<file path="config.mk">
export PLATFORM = sky130hd
export DESIGN_NAME = pll_reset_sequencer
export DESIGN_NICKNAME = d
export VERILOG_FILES = /design/src/rtl/pll_reset_sequencer.sv
export SDC_FILE = /design/constraint.sdc
export NUM_CORES = 1
export LEC_CHECK = 0
export ABC_AREA = 1
export CAP_MARGIN = 20
export CORE_UTILIZATION = 50
export CTS_CLUSTER_DIAMETER = 200
export CTS_CLUSTER_SIZE = 24
export DETAILED_ROUTE_END_ITERATION = 10
export DONT_BUFFER_PORTS = 1
export SLEW_MARGIN = 20
export SYNTH_ARGS = -nofsm -noshare
export SYNTH_HDL_FRONTEND = slang
export SYNTH_SLANG_ARGS = --single-unit
</file>
<file path="constraint.sdc">
create_clock -name clk -period 1.9 [get_ports clk]
set_input_delay 0.285 -clock clk [delete_from_list [all_inputs] [get_ports clk]]
set_output_delay 0.285 -clock clk [all_outputs]
set_load 0.02 [all_outputs]
</file>
<file path="src/rtl/pll_reset_sequencer.sv">
`default_nettype none
// ============================================================================
// Module      : pll_reset_sequencer
// Description : Releases the phi PLL, then the theta PLL, then the TDC and
//               AES resets in order, and supervises lock once running.
//               Define PLL_SEQ_TIMEOUT_EN to compile in the lock-wait timeout.
// Revision    : 1.0 - initial release
// ============================================================================
module pll_reset_sequencer #(
    parameter int HOLD_CYCLES  = 16,
    parameter int LOCK_TIMEOUT = 1000000
) (
    input  logic        clk,
    input  logic        reset,
    input  logic [31:0] cmd_word,
    input  logic        phi_locked,
    input  logic        theta_locked,
    output logic        phi_pll_rst,
    output logic        theta_pll_rst,
    output logic        tdc_rst,
    output logic        aes_rst,
    output logic [31:0] status_word
);

    typedef enum logic [2:0] {
        S_IDLE       = 3'd0,
        S_PHI_HOLD   = 3'd1,
        S_PHI_WAIT   = 3'd2,
        S_THETA_HOLD = 3'd3,
        S_THETA_WAIT = 3'd4,
        S_TDC_REL    = 3'd5,
        S_RUN        = 3'd6,
        S_ERROR      = 3'd7
    } state_t;

    localparam logic [7:0] c_hold_last = 8'(HOLD_CYCLES - 1);

    state_t      r_state;
    state_t      w_next_state;
    logic        r_phi_meta, r_phi_s;
    logic        r_theta_meta, r_theta_s;
    logic        r_run_prev, r_run_armed;
    logic [7:0]  r_hold_cnt;
    logic        r_lock_lost;
    logic        r_phi_rst, r_theta_rst, r_tdc_rst, r_aes_rst;
    logic [31:0] r_status_word;

    logic        w_run_start, w_abort, w_phi_loss, w_theta_loss;
    logic        w_timeout_evt, w_timeout_take, w_lock_take;
    logic        w_lock_lost_next, w_timeout_next, w_state_change;
    logic        w_phi_rst_nxt, w_theta_rst_nxt, w_tdc_rst_nxt, w_aes_rst_nxt;
    logic [31:0] w_status_next;
    logic        w_cmd_unused;

    assign w_cmd_unused = ^cmd_word[31:3];

    // Lock inputs are asynchronous; only the second flop feeds decisions.
    always_ff @(posedge clk) begin
        if (reset) begin
            r_phi_meta   <= 1'b0;
            r_phi_s      <= 1'b0;
            r_theta_meta <= 1'b0;
            r_theta_s    <= 1'b0;
            r_run_prev   <= 1'b0;
            r_run_armed  <= 1'b0;
        end else begin
            r_phi_meta   <= phi_locked;
            r_phi_s      <= r_phi_meta;
            r_theta_meta <= theta_locked;
            r_theta_s    <= r_theta_meta;
            r_run_prev   <= cmd_word[0];
            if (!cmd_word[0]) begin
                r_run_armed <= 1'b1;
            end
        end
    end

    // Armed only after a low sample, so a level held through reset never starts.
    assign w_run_start    = cmd_word[0] & ~r_run_prev & r_run_armed;
    assign w_abort        = (r_state != S_IDLE) && !cmd_word[0];
    assign w_phi_loss     = !r_phi_s && ((r_state == S_THETA_HOLD) || (r_state == S_THETA_WAIT) ||
                                         (r_state == S_TDC_REL)    || (r_state == S_RUN));
    assign w_theta_loss   = !r_theta_s && ((r_state == S_TDC_REL) || (r_state == S_RUN));
    assign w_state_change = (w_next_state != r_state);

`ifdef PLL_SEQ_TIMEOUT_EN
    localparam logic [23:0] c_wait_last = 24'(LOCK_TIMEOUT - 1);

    logic [23:0] r_wait_cnt;
    logic        r_timeout_flag;

    assign w_timeout_evt  = ((r_state == S_PHI_WAIT) || (r_state == S_THETA_WAIT)) &&
                            (r_wait_cnt >= c_wait_last);
    assign w_timeout_next = w_timeout_take ? 1'b1 : (cmd_word[2] ? 1'b0 : r_timeout_flag);

    always_ff @(posedge clk) begin
        if (reset) begin
            r_wait_cnt     <= '0;
            r_timeout_flag <= 1'b0;
        end else begin
            r_timeout_flag <= w_timeout_next;
            if (w_state_change) begin
                r_wait_cnt <= '0;
            end else if (((r_state == S_PHI_WAIT) || (r_state == S_THETA_WAIT)) &&
                         (r_wait_cnt != 24'hFF_FFFF)) begin
                r_wait_cnt <= r_wait_cnt + 24'd1;
            end
        end
    end
`else
    localparam int c_unused_timeout = LOCK_TIMEOUT;

    assign w_timeout_evt  = 1'b0;
    assign w_timeout_next = 1'b0;
`endif

    // Priority: abort, timeout, phi loss, theta loss, normal progression.
    always_comb begin
        w_next_state   = r_state;
        w_timeout_take = 1'b0;
        w_lock_take    = 1'b0;
        if (w_abort) begin
            w_next_state = S_IDLE;
        end else if (w_timeout_evt) begin
            w_next_state   = S_ERROR;
            w_timeout_take = 1'b1;
        end else if (w_phi_loss) begin
            w_next_state = S_PHI_HOLD;
            w_lock_take  = 1'b1;
        end else if (w_theta_loss) begin
            w_next_state = S_THETA_HOLD;
            w_lock_take  = 1'b1;
        end else begin
            unique case (r_state)
                S_IDLE, S_ERROR: if (w_run_start)               w_next_state = S_PHI_HOLD;
                S_PHI_HOLD:      if (r_hold_cnt == c_hold_last) w_next_state = S_PHI_WAIT;
                S_PHI_WAIT:      if (r_phi_s)                   w_next_state = S_THETA_HOLD;
                S_THETA_HOLD:    if (r_hold_cnt == c_hold_last) w_next_state = S_THETA_WAIT;
                S_THETA_WAIT:    if (r_theta_s)                 w_next_state = S_TDC_REL;
                S_TDC_REL:       w_next_state = S_RUN;
                S_RUN:           w_next_state = S_RUN;
                default:         w_next_state = S_IDLE;
            endcase
        end
    end

    assign w_lock_lost_next = w_lock_take ? 1'b1 : (cmd_word[2] ? 1'b0 : r_lock_lost);

    // Outputs are decoded from the next state so they register in step with it.
    always_comb begin
        w_phi_rst_nxt   = 1'b1;
        w_theta_rst_nxt = 1'b1;
        w_tdc_rst_nxt   = 1'b1;
        w_aes_rst_nxt   = 1'b1;
        unique case (w_next_state)
            S_PHI_WAIT, S_THETA_HOLD: begin
                w_phi_rst_nxt = 1'b0;
            end
            S_THETA_WAIT: begin
                w_phi_rst_nxt   = 1'b0;
                w_theta_rst_nxt = 1'b0;
            end
            S_TDC_REL: begin
                w_phi_rst_nxt   = 1'b0;
                w_theta_rst_nxt = 1'b0;
                w_tdc_rst_nxt   = 1'b0;
            end
            S_RUN: begin
                w_phi_rst_nxt   = 1'b0;
                w_theta_rst_nxt = 1'b0;
                w_tdc_rst_nxt   = 1'b0;
                w_aes_rst_nxt   = cmd_word[1];
            end
            default: begin
                w_phi_rst_nxt = 1'b1;
            end
        endcase
    end

    assign w_status_next = {21'd0, w_next_state, 3'd0, w_timeout_next, w_lock_lost_next,
                            (w_next_state == S_RUN), r_theta_meta, r_phi_meta};

    always_ff @(posedge clk) begin
        if (reset) begin
            r_state       <= S_IDLE;
            r_hold_cnt    <= '0;
            r_lock_lost   <= 1'b0;
            r_phi_rst     <= 1'b1;
            r_theta_rst   <= 1'b1;
            r_tdc_rst     <= 1'b1;
            r_aes_rst     <= 1'b1;
            r_status_word <= '0;
        end else begin
            r_state       <= w_next_state;
            r_lock_lost   <= w_lock_lost_next;
            r_phi_rst     <= w_phi_rst_nxt;
            r_theta_rst   <= w_theta_rst_nxt;
            r_tdc_rst     <= w_tdc_rst_nxt;
            r_aes_rst     <= w_aes_rst_nxt;
            r_status_word <= w_status_next;
            if (w_state_change) begin
                r_hold_cnt <= '0;
            end else if ((r_state == S_PHI_HOLD) || (r_state == S_THETA_HOLD)) begin
                r_hold_cnt <= r_hold_cnt + 8'd1;
            end
        end
    end

    assign phi_pll_rst   = r_phi_rst;
    assign theta_pll_rst = r_theta_rst;
    assign tdc_rst       = r_tdc_rst;
    assign aes_rst       = r_aes_rst;
    assign status_word   = r_status_word;

endmodule
`default_nettype wire

</file>
==> impl_metrics.env <==
export IMPL_status="complete, no violations"
export IMPL_antenna_found_initial=0
export IMPL_synth_area_sq_um=1350
export IMPL_die_area_sq_um=2910
export IMPL_drt_iter0_markers=21
export IMPL_fin_worst_skew_ns=0.0120
export IMPL_path_cells="ha_1, nand2_1, nor2_1, nand3_2, nand3_1, nand3_1, nand2_2, nand2_1, nand2_1, nand3_4, nor2_2"
export IMPL_reg2reg_to="r_hold_cnt[4]$_SDFFE_PP0P_"
export IMPL_fin_crit_sh_pct=91.7
export IMPL_worstPathArrival_ns=2.00
export IMPL_die_y_um=53.9
export IMPL_finalPower_w=0.00155
export IMPL_fin_cells=209
export IMPL_insertion_delay_ns=0.32
export IMPL_r2r_cells=11
export IMPL_min_period_ns=1.74
export IMPL_cts_path_max_buffers=2
export IMPL_clockRootBuffer="clkbuf_4"
export IMPL_cp_required_ns=2.15
export IMPL_diodes=0
export IMPL_gp_congestion=0.816
export IMPL_finalInstanceArea_sq_um=1350
export IMPL_die_x_um=53.9
export IMPL_critical_path_slowest_cell="dfxtp_1"
export IMPL_detail_route_antenna_nets=0
export IMPL_grt_ovfl_total=0
export IMPL_cts_sinks=23
export IMPL_preCtsSetupSlack_ns=0.131
export IMPL_coreArea_sq_um=2520
export IMPL_io_buffer_count=0
export IMPL_synth_fa_ha_area_share_pct=0.929
export IMPL_drv_cap=0
export IMPL_pin_count=72
export IMPL_synth_area_per_cell_sq_um=7.74
export IMPL_grt_usage_pct=16.5
export IMPL_numCtsBuffers=3
export IMPL_worstHoldPathType="in2reg"
export IMPL_slew_viol_final=0
export IMPL_fmax_mhz=574
export IMPL_worstPathMaxFanout=8
export IMPL_setup_worst_path_end="r_hold_cnt[4]$_SDFFE_PP0P_"
export IMPL_worstSetupStartpointType="register"
export IMPL_via_per_inst=4.59
export IMPL_initial_core_util_pct=53.4
export IMPL_powerDensity_nw_per_um2=1150
export IMPL_setup_viol=0
export IMPL_synth_top_cell_by_area="dfxtp_1"
export IMPL_ff2ff_setup_slack_ns=0.16
export IMPL_dr_pass1_iters=4
export IMPL_clk_pin_slew_ns=0.13
export IMPL_grt_pass1_vias=808
export IMPL_synth_top_family_by_area="simple AND/OR/NAND/NOR gates"
export IMPL_synth_simple_area_share_pct=31.9
export IMPL_postSynthCellCount=174
export IMPL_endpoint_kind="register"
export IMPL_synthDistinctLibCells=29
export IMPL_grt_max_degree=15
export IMPL_dp_hpwl_um=1590
export IMPL_post_dp_cell_area_sq_um=1280
export IMPL_cts_tree="built"
export IMPL_p_leak_nw=0.596
export IMPL_synth_area_top_cells="dfxtp_1 34%, buf_4 16%, nand2_1 7.2%"
export IMPL_synth_seq_cells=23
export IMPL_synth_compound_area_share_pct=5.11
export IMPL_dp_cells=202
export IMPL_post_route_drc_count=0
export IMPL_synth_top_area_share_pct=34.2
export IMPL_fin_util_pct=53.6
export IMPL_rows=18
export IMPL_cp_slowest_stage_delay_ns=0.39
export IMPL_finalWorstSetupSlack_ns=0.157
export IMPL_yosysWarnings=0
export IMPL_synth_mux_area_share_pct=0.743
export IMPL_synthToLayoutAreaGrowth_pct=0.372
export IMPL_worstSetupStartpoint="r_hold_cnt[0]$_SDFFE_PP0P_"
export IMPL_h_tree_depth=1
export IMPL_wl_per_cell_um=10.1
export IMPL_irDropWorstVdd_mv=0.980
export IMPL_fin_nets=217
export IMPL_holdPathStages=1
export IMPL_final_hold_viol_count=0
export IMPL_yosys_area_share_xor_xnor_pct=4.55
export IMPL_crit_type="reg2reg"
export IMPL_drive_above_1_share_pct=22.3
export IMPL_timing_rr_start="r_hold_cnt[0]$_SDFFE_PP0P_"
export IMPL_drt_total_wl_um=2110
export IMPL_cpMostUsedCell="nand2_1"
export IMPL_grt_pass1_wl_um=3390
export IMPL_synth_seq_area_share_pct=34.2
export IMPL_vias=960
[layout by cell type (no fill, tap or decap), types with 3 or more instances in the layout]
cell,synthesis,final
buf_4,29,4
clkbuf_4,0,3
conb_1,1,25
dfxtp_1,23,23
dlygate4sd3_1,0,3
inv_1,17,17
inv_2,3,3
nand2_1,26,26
nand2_2,10,10
nand3_1,11,10
nand4_1,4,4
nor2_1,13,13
nor2_2,9,9
nor2_4,3,3
xor2_1,5,5
[power by group]
group / internal (W) / leakage, nW / switching, W
Clock: 0.0000803 / 0.0139 / 0.000151
Combinational: 0.000226 / 0.394 / 0.000481
Sequential: 0.000535 / 0.188 / 0.0000783
Total: 0.000842 / 0.596 / 0.000710
[cell families (layout without fill, tap and decap cells)]
| group | after synthesis | count (layout) |
|---|---|---|
| compound gates | 9 | 9 |
| other cells | 1 | 25 |
| flops | 23 | 23 |
| fa+ha+maj | 1 | 1 |
| buf+inv | 51 | 32 |
| xor+xnor | 7 | 7 |
| simple gates | 81 | 81 |
| mux | 1 | 1 |
[critical path, delay by kind of cell, from the launching register on]
family	cells	cell delay, ns
adders and majority gates	1	0.18
DFF	1	0.39
and+or+nand+nor	10	1.11
[through the flow]
step | setup TNS [ns] | hold slack [ns]
global placement | 0 | 0.356
finish | 0 | 0.0231
CTS | 0 | 0.00315
detailed placement | 0 | 0.358
global route | -0.149 | 0.00133
floorplan | 0 | 0.364
[registers in the layout, summed over array words and instances (netlist names)]
| register | flops |
|---|---|
| r_hold_cnt | 8 |
| r_run_armed | 1 |
| r_theta_meta | 1 |
| theta_pll_rst | 1 |
| aes_rst | 1 |
| phi_pll_rst | 1 |
| r_run_prev | 1 |
| tdc_rst | 1 |
| r_state | 3 |
| status_word | 4 |
| r_phi_meta | 1 |
[cell type report]
class / count / area [sq um]
Sequential cell: 23 / 460
Timing Repair Buffer: 7 / 60.1
Clock buffer: 3 / 22.5
Tap cell: 30 / 37.5
Inverter: 21 / 78.8
Clock inverter: 1 / 7.51
Fill cell: 248 / 1170
Multi-Input combinational cell: 124 / 686
[routing by layer]
layer  routed length, um  share of wire (%)  track usage [%]
met3                 120                5.7             6.21
met2                1100                 52             29.2
met4                  20               0.95             5.70
met1                 866                 41             17.8
met5                   0                  0                0
[worst min path at each step]
stage | from | endpoint | slack [ns]
2_1_floorplan | reset | r_state[2]$_SDFF_PP0_ | 0.36
3_3_place_gp | reset | status_word[3]$_SDFF_PP0_ | 0.36
3_5_place_dp | reset | status_word[3]$_SDFF_PP0_ | 0.36
4_1_cts | reset | r_state[2]$_SDFF_PP0_ | 0.003
5_1_grt | reset | status_word[2]$_SDFF_PP0_ | 0.001
6_report | reset | status_word[2]$_SDFF_PP0_ | 0.02
[timing repair]
item	4_1_cts	5_1_grt
hold buffers	2	1
hold endpoints to repair	6	1
setup endpoints to repair	0	9
setup buffers	0	0
resized for setup	0	2
[synthesized netlist by cell type]
master and instances:
mux2i_1 1, nand4_1 4, nand2_1 26, ha_1 1
clkbuf_1 1, nor3_1 1, nand3_1 11, nand2_2 10
a22oi_1 1, conb_1 1, nor2_4 3, dfxtp_1 23
clkinv_1 1, xnor2_1 2, o21bai_1 2, nor4_1 1
nor2_1 13, a21oi_1 2, nor2_2 9, xor2_1 5
inv_2 3, o21ai_0 1, buf_4 29, a31oi_1 1
nand3_4 1, inv_1 17, nand2_4 2, o21ai_4 1
a21oi_2 1
(Power assumes the default switching activity.)
